**src/rtl/rv_hart_scheduler.sv**
```systemverilog
// rv_hart_scheduler: per-hart run state, round-robin issue of one READY hart per cycle, and a
// PIPE_DEPTH delay line steering writeback. Define RV_HART_SCHED_MIN_GAP_EN for per-hart issue spacing.
module rv_hart_scheduler #(
    parameter int NUM_HARTS  = 8,
    parameter int HART_W     = 3,
    parameter int PIPE_DEPTH = 4,
    parameter int BOOT_HART  = 0
) (
    input  logic                   clk,
    input  logic                   rst_n,
    input  logic [NUM_HARTS-1:0]   hart_start,
    input  logic [NUM_HARTS-1:0]   hart_stop,
    input  logic [NUM_HARTS-1:0]   hart_block,
    input  logic [NUM_HARTS-1:0]   hart_unblock,
    input  logic                   stall,
    output logic                   issue_valid,
    output logic [HART_W-1:0]      issue_hart,
    output logic                   wb_valid,
    output logic [HART_W-1:0]      wb_hart,
    output logic [2*NUM_HARTS-1:0] hart_state
);
    typedef enum logic [1:0] {OFF = 2'b00, READY = 2'b01, WAIT = 2'b10} state_t;

    state_t                st [NUM_HARTS];
    state_t                st_nxt [NUM_HARTS];
    logic [NUM_HARTS-1:0]  elig;
    logic [HART_W-1:0]     rr_last;
    logic [HART_W-1:0]     grant;
    logic                  found;
    logic [PIPE_DEPTH-1:0] pipe_v;
    logic [HART_W-1:0]     pipe_h [PIPE_DEPTH];

`ifdef RV_HART_SCHED_MIN_GAP_EN
    localparam int GW = 4;
    logic [GW-1:0] gap [NUM_HARTS];

    always_ff @(posedge clk or negedge rst_n) begin
        if (!rst_n) begin
            for (int i = 0; i < NUM_HARTS; i++) gap[i] <= '0;
        end else if (!stall) begin
            for (int i = 0; i < NUM_HARTS; i++)
                gap[i] <= (found && grant == HART_W'(i)) ? GW'(PIPE_DEPTH - 1) : gap[i] - GW'(gap[i] != '0);
        end
    end
`endif

    // A hart being blocked or stopped this cycle is already withheld from selection.
    always_comb begin
        hart_state = '0;
        for (int i = 0; i < NUM_HARTS; i++) begin
            st_nxt[i] = st[i];
            if (hart_stop[i]) st_nxt[i] = OFF;
            else if (hart_start[i]) st_nxt[i] = (st[i] == OFF) ? READY : st[i];
            else if (hart_block[i]) st_nxt[i] = (st[i] == READY) ? WAIT : st[i];
            else if (hart_unblock[i]) st_nxt[i] = (st[i] == WAIT) ? READY : st[i];
            elig[i] = st[i] == READY && !hart_block[i] && !hart_stop[i];
`ifdef RV_HART_SCHED_MIN_GAP_EN
            elig[i] = elig[i] && gap[i] == '0;
`endif
            hart_state[2*i +: 2] = st[i];
        end
    end

    // Scan from farthest to nearest so the nearest eligible hart after rr_last wins.
    always_comb begin
        grant = rr_last;
        found = 1'b0;
        for (int i = NUM_HARTS; i >= 1; i--) begin
            if (elig[HART_W'(int'(rr_last) + i)]) begin
                grant = HART_W'(int'(rr_last) + i);
                found = 1'b1;
            end
        end
    end

    always_ff @(posedge clk or negedge rst_n) begin
        if (!rst_n) begin
            for (int i = 0; i < NUM_HARTS; i++) st[i] <= (i == BOOT_HART) ? READY : OFF;
            issue_valid <= 1'b0;
            issue_hart  <= '0;
            rr_last     <= HART_W'(NUM_HARTS - 1);
            pipe_v      <= '0;
            for (int i = 0; i < PIPE_DEPTH; i++) pipe_h[i] <= '0;
        end else begin
            for (int i = 0; i < NUM_HARTS; i++) st[i] <= st_nxt[i];
            if (!stall) begin
                issue_valid <= found;
                if (found) begin
                    issue_hart <= grant;
                    rr_last    <= grant;
                end
                pipe_v[0] <= issue_valid;
                pipe_h[0] <= issue_hart;
                for (int i = 1; i < PIPE_DEPTH; i++) begin
                    pipe_v[i] <= pipe_v[i-1];
                    pipe_h[i] <= pipe_h[i-1];
                end
            end
        end
    end

    assign wb_valid = pipe_v[PIPE_DEPTH-1];
    assign wb_hart  = pipe_h[PIPE_DEPTH-1];
endmodule

```
**config.mk**
```make
export PLATFORM = sky130hd
export DESIGN_NAME = rv_hart_scheduler
export DESIGN_NICKNAME = d
export VERILOG_FILES = /design/src/rtl/rv_hart_scheduler.sv
export SDC_FILE = /design/constraint.sdc
export NUM_CORES = 1
export LEC_CHECK = 0
export CORE_MARGIN = 1
export CORE_UTILIZATION = 25
export CTS_CLUSTER_DIAMETER = 120
export DETAILED_ROUTE_END_ITERATION = 12
export GPL_ROUTABILITY_DRIVEN = 1
export PLACE_DENSITY = 0.55
export SETUP_SLACK_MARGIN = 0.4
export SLEW_MARGIN = 20
export SYNTH_ARGS = -nofsm -noshare
export SYNTH_HDL_FRONTEND = slang
export SYNTH_SLANG_ARGS = --single-unit
```
**constraint.sdc**
```tcl
create_clock -name clk -period 4.1 [get_ports clk]
set_input_delay 1.23 -clock clk [delete_from_list [all_inputs] [get_ports clk]]
set_output_delay 1.23 -clock clk [all_outputs]
set_load 0.005 [all_outputs]
```
== After elaboration in Yosys (flattened, before gate mapping) ==
Cells that the tools add are included.
Storage, ports and cells
  bits in writable memories: 0
  ROM bits: 0
  memories kept: 0
  latch bits: 0
  flip-flop bits (word level): 39
  bits of input ports: 35
Cells by class
  divide/modulo/power cells: 0
  shifts and indexed selects: 0
  $add $sub $neg: 8
  $mul: 0
  bitwise operators: 1
  equal/unequal tests: 32
  reductions and logical operators: 65
  order comparisons: 8
  muxes and demuxes: 96
Operators by type and width (count)
  2-bit two-way mux: 56
  4-bit nonzero test: 16
  3-bit by 5-bit < comparator with 1-bit output, second input constant: 8
  4-bit by 3-bit != test with 1-bit output, second input constant: 8
  4-bit AND reduction: 8
  1-bit binary-select mux with 3-bit select: 8
  1-bit two-way mux: 24
  3-bit two-way mux: 8
  3-bit by 1-bit != test with 1-bit output, second input constant: 8
  2-bit by 1-bit == test with 1-bit output, second input constant: 8
  2-bit == test, second input constant: 8
  1-bit logical AND: 16
  1-bit logical NOT: 16
  2-bit logical NOT: 8
  3-bit adder, second input constant: 4
  3-bit by 1-bit adder with 3-bit output, second input constant: 2
  3-bit by 2-bit adder with 3-bit output, second input constant: 2
  2-bit AND reduction: 1
  1-bit NOT: 1

== Longest topological paths before layout ==
Gate-level depths: netlist of the first run.
  depth in word-level cells: 15
  mapped depth: 12
  depth with buffers taken out: 9

== Worst setup path before layout of the first run ==
Ideal clock, no wire load.
  path type: input-to-reg
  start point: input port hart_stop[6]
  end point: register rr_last[1]
  slack: 0.756 ns
  setup time: 0.072 ns
  data required time: 4.028 ns
  data arrival time: 3.272 ns
  buffers on the path: 1
  stages: 8
  path through: or4b_1 -> mux4_2 -> and4_1 -> a41o_1 -> buf_6 -> a311oi_2 -> o21ai_1 -> o21ai_1
On the way
  word-level cells in the longest chain between the ends: 14
  elaborated cells on any way between the ends: 43
  those cells by class: mux (40); reduce/logical (3)
RTL lines
  start: declaration: RTL line 12  | input logic [NUM_HARTS-1:0] hart_stop,
  1-bit logical NOT *: RTL line 56  | elig[i] = st[i] == READY && !hart_block[i] && !hart_stop[i];
  1-bit logical AND *: RTL line 56
  1-bit binary-select mux with 3-bit select: RTL line 69  | if (elig[HART_W'(int'(rr_last) + i)]) begin
  1-bit two-way mux (not written as such) (2 in a row): RTL line 69
  1-bit two-way mux (8 in a row): RTL line 69
  2-bit AND reduction (no line)
  end signal: assignment: RTL line 81  | rr_last <= HART_W'(NUM_HARTS - 1);
  end signal: assignment: RTL line 90  | rr_last <= grant;
  end: declaration: RTL line 27  | logic [HART_W-1:0] rr_last;
Every way passes the cells marked *; elsewhere a longest branch is shown, timed or not. The select of a mux whose other input is x is not followed.
A chain may end at the register's enable or synchronous reset.

== Worst setup path in the final report of the first run ==
  start point: input port hart_block[5]
  end point: register issue_hart[0]
On the way
  word-level cells in the longest chain between the ends: 15
  elaborated cells on any way between the ends: 44
  those cells by class: mux (40); reduce/logical (4)
RTL lines
  start: declaration: RTL line 13  | input logic [NUM_HARTS-1:0] hart_block,
  1-bit logical NOT *: RTL line 56
  1-bit logical AND * (2 in a row): RTL line 56
  1-bit binary-select mux with 3-bit select: RTL line 69
  1-bit two-way mux (not written as such) (2 in a row): RTL line 69
  1-bit two-way mux (8 in a row): RTL line 69
  2-bit AND reduction (no line)
  end signal: assignment: RTL line 89  | issue_hart <= grant;
  end: declaration: RTL line 17  | output logic [HART_W-1:0] issue_hart,
Marked as above.

==> results of run 1 <==
## critical path, stage by stage
cell	delay, ns
clkdlybuf4s50_1	0.47
or4b_4	0.57
mux4_2	0.53
mux2_2	0.34
o211ai_1	0.10
o221ai_1	0.17
and3_1	0.23
o31ai_2	0.20
## sequential cells by signal (all words and copies together) (netlist names)
| name | cells |
|---|---|
| issue_hart | 3 |
| hart_state | 16 |
| pipe_v | 4 |
| pipe_h | 9 |
| rr_last | 3 |
| issue_valid | 1 |
| wb_hart | 3 |
## metrics by stage
stage | instances | total power [mW] | utilization (%)
CTS | 450 | 1.794 | 34.86
detailed placement | 442 | 1.521 | 33.90
finish | 450 | 1.791 | 35.11
global route | 450 | 1.947 | 35.11
global placement | 442 | 1.505 | 33.90
floorplan | 261 | 1.257 | -
## what timing repair did
| action | 4_1_cts | 5_1_grt |
|---|---|---|
| hold endpoints to repair | 0 | 0 |
| resized for setup | 1 | 8 |
| hold buffers | 0 | 0 |
| endpoints found under the setup margin | 1 | 6 |
| pin swaps | 0 | 1 |
## synthesized netlist by cell type (all sizes together), types with 4 or more instances
master / n / area, µm²
nor2: 20 / 75.07
nand3b: 8 / 60.06
a21oi: 28 / 140.1
o21ai: 19 / 95.09
o22ai: 8 / 50.05
inv: 13 / 48.80
nand2: 18 / 67.56
buf: 6 / 41.29
clkbuf: 5 / 18.77
dfrtp: 35 / 875.8
nor3: 10 / 50.05
mux2: 19 / 214.0
dfstp: 4 / 105.1
or4b: 8 / 98.85
mux4: 4 / 97.59
nand2b: 12 / 75.07
## cell families (layout without fill, tap and decap cells)
group / after synthesis / count (layout) / share of synthesized area (%)
compound gates: 78 / 78 / 19.90
xor+xnor: 4 / 4 / 1.414
fa+ha+maj: 2 / 2 / 1.010
buf+inv: 25 / 85 / 4.546
flops: 39 / 39 / 39.60
mux: 24 / 24 / 12.98
simple gates: 89 / 89 / 20.56
## worst paths after layout
path	from	endpoint	slack (ns)	cells past startpoint
hold reg to reg	pipe_h[5]	wb_hart[2]	0.50	1
setup / recovery	hart_block[5]	issue_hart[0]	0.46	8
hold / removal	pipe_h[5]	wb_hart[2]	0.50	1
setup reg to reg	rr_last[0]	issue_hart[0]	0.74	9
min in group asynchronous	rst_n	wb_hart[2]	1.04	1
max in group asynchronous	rst_n	hart_state[8]	2.51	1
## cell type report
cell class              count  area (µm²)  area share (%)
well taps                 129       161.4           4.883
repair buffers             63       618.1           18.70
flip-flops and latches     39       980.9           29.67
multi-input cells         197        1404           42.47
clock buffers               5       68.82           2.082
inverters                  14       52.55           1.590
clock inverters             3       20.02          0.6056
## layer usage
| metal | vias up | wire length, µm |
|---|---|---|
| met5 | - | 0 |
| met4 | 0 | 40 |
| met3 | 4 | 236 |
| met2 | 62 | 2616 |
| met1 | 1053 | 2848 |
| li1 | 1077 | - |
## power by group through the flow
stage                     Combinational, mW  Clock (mW)  Sequential (mW)
final                                 0.880       0.262            0.648
after global routing                  0.977       0.296            0.674
after CTS                             0.866       0.277            0.651
after detailed placement              0.862           0            0.659
after global placement                0.850           0            0.655
after floorplan                       0.675           0            0.583
==> results_dict.tcl, run 1 <==
set metrics [dict create \
    status "finished, final reports clean" \
    wl_um 5742 \
    critical_path_class "primary input to flop" \
    maxCapViolCount 0 \
    cp-start-kind "primary input" \
    finalHoldViolCount 0 \
    antenna_found_initial 0 \
    layout_common_cells "clkdlybuf4s50_1 (55), dfrtp_1 (35), a21oi_1 (28)" \
    coreArea_um2 9415 \
    cp.required_ns 4.31 \
    synth_area_um2 2477 \
    power.internal_mw 1.103 \
    cts_tree "built" \
    grtUsageMet3_pct 2.899 \
    clkTransAtPathRegs_ns 0.08 \
    hold_path_class "flop to flop" \
    clk_path_buf_depth 2 \
    pwr-share-seq_pct 36.2 \
    grt_pass1_vias 2049 \
    p_switching_mw 0.6873 \
    ys_types 50 \
    p_sw_share_pct 38.38 \
    grt_max_degree 40 \
    dr_total_vias 2196 \
    avgSynthCellArea_um2 9.492 \
    viasPerCell 4.880 \
    cts_root_buffer "clkbuf_8" \
    finalSetupTns_ns 0 \
    initial_core_util_pct 26.31 \
    synth-seq-area-share_pct 39.60 \
    tightest_slew_ns 0.8630 \
    grt_pass1_wl_um 9673 \
    synth-edff-count 0 \
    crit_fanout 5 \
    dpl_cell_area_um2 3192 \
    drt-initial-drc-count 145 \
    fp.dieH_um 101.5 \
    fmax_ghz 0.2746 \
    clkPwrFrac_pct 14.6 \
    max-vdd-ir-drop_mv 0.1964 \
    hpwl_um 4254 \
    synth_cells 261 \
    drv_slew 0 \
    fp-row-count 35 \
    whs_ns 0.5017 \
    clk_latency_ns 0.29 \
    drive_gt1_share_pct 17.45 \
    layout_min_cycle_time_ns 3.642 \
    busiest_layer "met2" \
    grt_overflow 0 \
    fillers 985 \
    dr.pass1.iters 4 \
    cts_buffers 5 \
    dieWidth_um 101.5 \
    drc 0 \
    use_met1_pct 16.11 \
    synthFlopType "dfrtp_1" \
    crit_arrival_ns 3.85 \
    htreeDepth 2 \
    synth_fp_nets 298 \
    numClockSinks 39 \
    finalInstanceArea_um2 3306 \
    slew_headroom_pct 42.47 \
    skew_ns 0.004346 \
    yosys_warnings 0 \
    area_delta_synth_final_pct 33.43 \
    grt_usage_pct 11.96 \
    gp_congestion 0.8334 \
    power_frac_comb_pct 49.1 \
    rsz0062_at_grt "false" \
    ys_seq_elements 39 \
    fin_nets 357 \
    die_area_um2 10310 \
    layout_commonest_cell "clkdlybuf4s50_1" \
    port-buffer-count 58 \
    p_leak_nw 1.304 \
    diodes 0 \
    post-route-period-util_pct 88.83 \
    boundaryPins 59 \
    cts_setup_buffers 0 \
    ys_async_sr_fraction_pct 100.0 \
    power.density_nw_per_um2 541.7 \
    ant_nets 0 \
    endpoint_kind "flop" \
    setup_viol 0 \
    post_drt_wl_per_cell_um 12.76 \
    grt.met2_usage_pct 18.56 \
    place_ws_ns 0.06715 \
    setup_ws_ns 0.4579 \
]
No activity file was read; power rests on OpenSTA's default activity.
==> run 2, diff against run 1 <==
--- a/config.mk
+++ b/config.mk
@@ -5,12 +5,12 @@
 export SDC_FILE = /design/constraint.sdc
 export NUM_CORES = 1
 export LEC_CHECK = 0
-export CORE_MARGIN = 1
-export CORE_UTILIZATION = 25
+export CORE_MARGIN = 4
+export CORE_UTILIZATION = 44
 export CTS_CLUSTER_DIAMETER = 120
 export DETAILED_ROUTE_END_ITERATION = 12
 export GPL_ROUTABILITY_DRIVEN = 1
-export PLACE_DENSITY = 0.55
+export PLACE_DENSITY = 0.81
 export SETUP_SLACK_MARGIN = 0.4
 export SLEW_MARGIN = 20
 export SYNTH_ARGS = -nofsm -noshare
==> results_dict.tcl, run 2 (same netlist as run 1, synthesis figures left out) <==
set metrics [dict create \
    status "finished, final reports clean" \
    cp-start-kind "primary input" \
    fp-row-count 27 \
    grt_pass1_wl_um 9798 \
    crit_arrival_ns 3.84 \
    cts_tree "built" \
    multi_input_area_um2 1403 \
    drt-initial-drc-count 165 \
    skew_ns 0.006516 \
    numClockSinks 39 \
    cp.required_ns 4.30 \
    antenna_found_initial 0 \
    finalSetupTns_ns 0 \
    drive_gt1_share_pct 19.14 \
    die_area_um2 6895 \
    setup_viol 0 \
    fin_nets 360 \
    grt_pass1_vias 2186 \
    dr.pass1.iters 4 \
    endpoint_kind "flop" \
    clk_latency_ns 0.29 \
    initial_core_util_pct 45.27 \
    post_drt_wl_per_cell_um 14.51 \
    regArea_um2 980.9 \
    ant_nets 0 \
    largest_register_ffs 16 \
    clk_path_buf_depth 2 \
    cts_buffers 5 \
    p_leak_nw 1.316 \
    layout_commonest_cell "clkdlybuf4s50_1" \
    fmax_ghz 0.2753 \
    post-route-period-util_pct 88.59 \
    dieWidth_um 83.04 \
    grt_usage_pct 16.80 \
    tightest_slew_ns 0.8446 \
    drc 0 \
    layout_min_cycle_time_ns 3.632 \
    crit_fanout 4 \
    dr_total_vias 2234 \
    hpwl_um 4273 \
    cts_root_buffer "clkbuf_8" \
    hold_path_class "flop to flop" \
    fp.dieH_um 83.04 \
    port-buffer-count 58 \
    clkTransAtPathRegs_ns 0.07 \
    fillers 477 \
    drv_slew 0 \
    coreArea_um2 5473 \
    power.density_nw_per_um2 570.7 \
    viasPerCell 5.641 \
    critical_path_class "primary input to flop" \
    grt_overflow 0 \
    htreeDepth 2 \
    slew_headroom_pct 43.70 \
    boundaryPins 59 \
    gp_congestion 0.9211 \
    hold_depth 1 \
    whs_ns 0.5034 \
    wl_um 5745 \
    finalHoldViolCount 0 \
    rsz0062_at_grt "false" \
    grt_max_degree 40 \
    layout_common_cells "clkdlybuf4s50_1 (57), dfrtp_1 (35), a21oi_1 (28)" \
    reg2reg_depth 9 \
    area_delta_synth_final_pct 32.17 \
    diodes 0 \
    max-vdd-ir-drop_mv 0.2776 \
    maxCapViolCount 0 \
]
## run 2: cell types whose count changed in the layout (fill, tap and decap cells not counted), moves of 2 or more
cell             before  now
buf_4                 5    8
clkdlybuf4s50_1      55   57
clkinvlp_4            2    0
dlymetal6s2s_1        2    0
## run 2: worst paths after layout
path / startpoint / to / slack (ns)
worst min-delay path: pipe_h[7] / pipe_h[7] / 0.50
min in group asynchronous: rst_n / hart_state[2] / 1.04
worst max-delay path: hart_block[4] / issue_hart[0] / 0.47
worst min register to register: pipe_h[7] / pipe_h[7] / 0.50
worst max register to register: rr_last[0] / issue_hart[0] / 0.69
max in group asynchronous: rst_n / pipe_h[9] / 2.54
## run 2: repair_timing
action,in CTS,in global routing
gates resized for setup,0,9
hold buffers,0,0
setup endpoints to repair,0,4
setup buffers,0,2
## run 2: report_power, final
part	internal [mW]	switching, mW	leakage [nW]	total (mW)
sequential	0.521	0.128	0.487	0.650
combinational	0.478	0.424	0.771	0.901
clock	0.181	0.137	0.0581	0.318
total	1.18	0.689	1.32	1.87
## run 2: through the flow
stage | area, µm² | power (mW) | worst slack (ns) | util [%] | std cells
after floorplan | 2477 | 1.257 | 0.7565 | - | 261
after global placement | 3128 | 1.482 | 0.2233 | 57.16 | 386
after detailed placement | 3128 | 1.511 | 0.1195 | 57.16 | 386
after CTS | 3241 | 1.842 | 0.4137 | 59.21 | 394
after global routing | 3274 | 2.012 | 0.4030 | 59.83 | 396
final | 3274 | 1.869 | 0.4679 | 59.83 | 396
## run 2: cell type report
class / count / area share (%)
multi-input cells: 197 / 42.84
flip-flops and latches: 39 / 29.96
repair buffers: 66 / 19.41
well taps: 72 / 2.751
clock buffers: 5 / 2.102
inverters: 14 / 1.605
clock inverters: 3 / 1.337
## run 2: layer usage
metal	global-route usage, %	wire length [µm]	up-vias
met1	21.28	2458	1054
met2	28.21	2912	87
li1	-	-	1086
met5	0	0	-
met3	3.968	327	7
met4	5.498	46	0
## run 2: critical path, stage by stage
cell	delay [ns]
clkdlybuf4s50_1	0.46
or4b_4	0.57
o22ai_1	0.29
nor3_1	0.16
a2111oi_1	0.49
o221ai_2	0.21
and3_1	0.21
o31ai_2	0.21
==> run 3, diff against run 2 <==
--- a/config.mk
+++ b/config.mk
@@ -7,11 +7,10 @@
 export LEC_CHECK = 0
 export CORE_MARGIN = 4
 export CORE_UTILIZATION = 44
+export CTS_BUF_LIST = sky130_fd_sc_hd__clkbuf_8
 export CTS_CLUSTER_DIAMETER = 120
 export DETAILED_ROUTE_END_ITERATION = 12
-export GPL_ROUTABILITY_DRIVEN = 1
 export PLACE_DENSITY = 0.81
-export SETUP_SLACK_MARGIN = 0.4
 export SLEW_MARGIN = 20
 export SYNTH_ARGS = -nofsm -noshare
 export SYNTH_HDL_FRONTEND = slang
==> results_dict.tcl, run 3 (same netlist as run 1, synthesis figures left out) <==
set metrics [dict create \
    status "finished, final reports clean" \
    fp-row-count 27 \
    initial_core_util_pct 45.27 \
    layout_commonest_cell "clkdlybuf4s50_1" \
    ant_nets 0 \
    antenna_found_initial 0 \
    grt_pass1_vias 2186 \
    setup_ws_ns 0.2993 \
    numClockSinks 39 \
    critical_path_class "primary input to flop" \
    crit_fanout 4 \
    layout_common_cells "clkdlybuf4s50_1 (57), dfrtp_1 (35), a21oi_1 (28)" \
    reg2reg_depth 9 \
    place_ws_ns 0.1195 \
    skew_ns 0.006859 \
    p_sw_share_pct 36.79 \
    grt_max_degree 40 \
    gp_congestion 0.9211 \
    largest_register_ffs 16 \
    setup_viol 0 \
    grt_usage_pct 16.80 \
    htreeDepth 2 \
    die_area_um2 6895 \
    r2r-start "rr_last[0]" \
    dr.pass1.iters 4 \
    power.density_nw_per_um2 567.9 \
    fin_cells 394 \
    crit_arrival_ns 4.00 \
    max-vdd-ir-drop_mv 0.2761 \
    clkPwrFrac_pct 17.3 \
    worst_r2r_endpoint "issue_hart[0]" \
    rsz0062_at_grt "false" \
    boundaryPins 59 \
    cts_hold_buf 0 \
    regArea_um2 980.9 \
    tightest_slew_ns 0.8420 \
    post_cts_resized 0 \
    hold_path_class "flop to flop" \
    cts_setup_buffers 0 \
    cts_buffers 5 \
    p_leak_nw 1.303 \
    fmax_ghz 0.2631 \
    dieWidth_um 83.04 \
    dr_total_vias 2217 \
    endpoint_kind "flop" \
    grt_pass1_wl_um 9798 \
    finalHoldViolCount 0 \
    wl_um 5660 \
    clk_latency_ns 0.29 \
    viasPerCell 5.627 \
    layout_min_cycle_time_ns 3.801 \
    whs_ns 0.5054 \
    cts_root_buffer "clkbuf_8" \
    hold_depth 1 \
    port-buffer-count 58 \
    clkTransAtPathRegs_ns 0.07 \
    finalSetupTns_ns 0 \
    cp.required_ns 4.30 \
    grt_overflow 0 \
    dp_cells 386 \
    hpwl_um 4273 \
    p_switching_mw 0.6770 \
    min_to "pipe_h[7]" \
    fp.dieH_um 83.04 \
    drc 0 \
    slew_headroom_pct 43.86 \
    post-route-period-util_pct 92.70 \
    area_delta_synth_final_pct 30.81 \
    power.internal_mw 1.163 \
    fin_nets 358 \
    reg2reg_setup_slack_ns 0.59 \
    pwr-share-seq_pct 35.3 \
    min_from "pipe_h[7]" \
    coreArea_um2 5473 \
    cts_tree "built" \
    drive_gt1_share_pct 16.15 \
    drv_slew 0 \
    fillers 481 \
    post_drt_wl_per_cell_um 14.37 \
    multi_input_area_um2 1384 \
    diodes 0 \
    power_frac_comb_pct 47.4 \
    clk_path_buf_depth 2 \
    maxCapViolCount 0 \
    drt-initial-drc-count 164 \
    cp-start-kind "primary input" \
]
[run 3: changes by cell type in the layout (fill, tap and decap cells not counted), sizes merged]
cell	delta
buf	-2
[run 3: worst max-delay path by stage]
stage,start,endpoint,slack [ns],cells after the start
detailed placement,hart_stop[6],issue_hart[0],0.12,8
floorplan,hart_stop[6],rr_last[1],0.76,8
finish,hart_block[0],issue_hart[0],0.30,8
CTS,hart_block[0],issue_hart[0],0.41,8
global route,hart_block[0],issue_hart[0],0.26,8
global placement,hart_block[5],rr_last[1],0.22,8
[run 3: routing by layer]
metal / up-vias / routed length [µm] / track usage, %
met5: - / 0 / 0
met4: 0 / 92 / 5.498
met3: 11 / 333 / 3.968
met2: 81 / 2759 / 28.21
met1: 1039 / 2475 / 21.28
li1: 1086 / - / -
[run 3: area by class of cell]
class	count	area share (%)
tap	72	2.780
sequential	39	30.27
timing repair buffer	64	19.15
inverter	14	1.622
clock buffer	5	2.124
clock inverter	3	1.351
multi-input combinational	197	42.70
[run 3: power by group through the flow]
| stage | Sequential (mW) | Clock (mW) | Combinational (mW) |
|---|---|---|---|
| detailed placement | 0.657 | 0 | 0.854 |
| finish | 0.650 | 0.318 | 0.872 |
| floorplan | 0.583 | 0 | 0.675 |
| global placement | 0.647 | 0 | 0.835 |
| global route | 0.672 | 0.344 | 0.964 |
| CTS | 0.651 | 0.326 | 0.864 |
[run 3: through the flow]
stage	instance area [µm²]	total power, mW	utilization, %
after floorplan	2477	1.257	-
after global placement	3128	1.482	57.16
after detailed placement	3128	1.511	57.16
after CTS	3241	1.842	59.21
after global routing	3241	1.980	59.21
final	3241	1.840	59.21
[run 3: worst max-delay path, stage by stage]
cell and delay (ns):
clkdlybuf4s50_1 0.47, or4b_4 0.57, o22ai_1 0.30, nor3b_1 0.15, a2111oi_0 0.55, o221ai_1 0.29, and3_1 0.24, o31ai_2 0.21
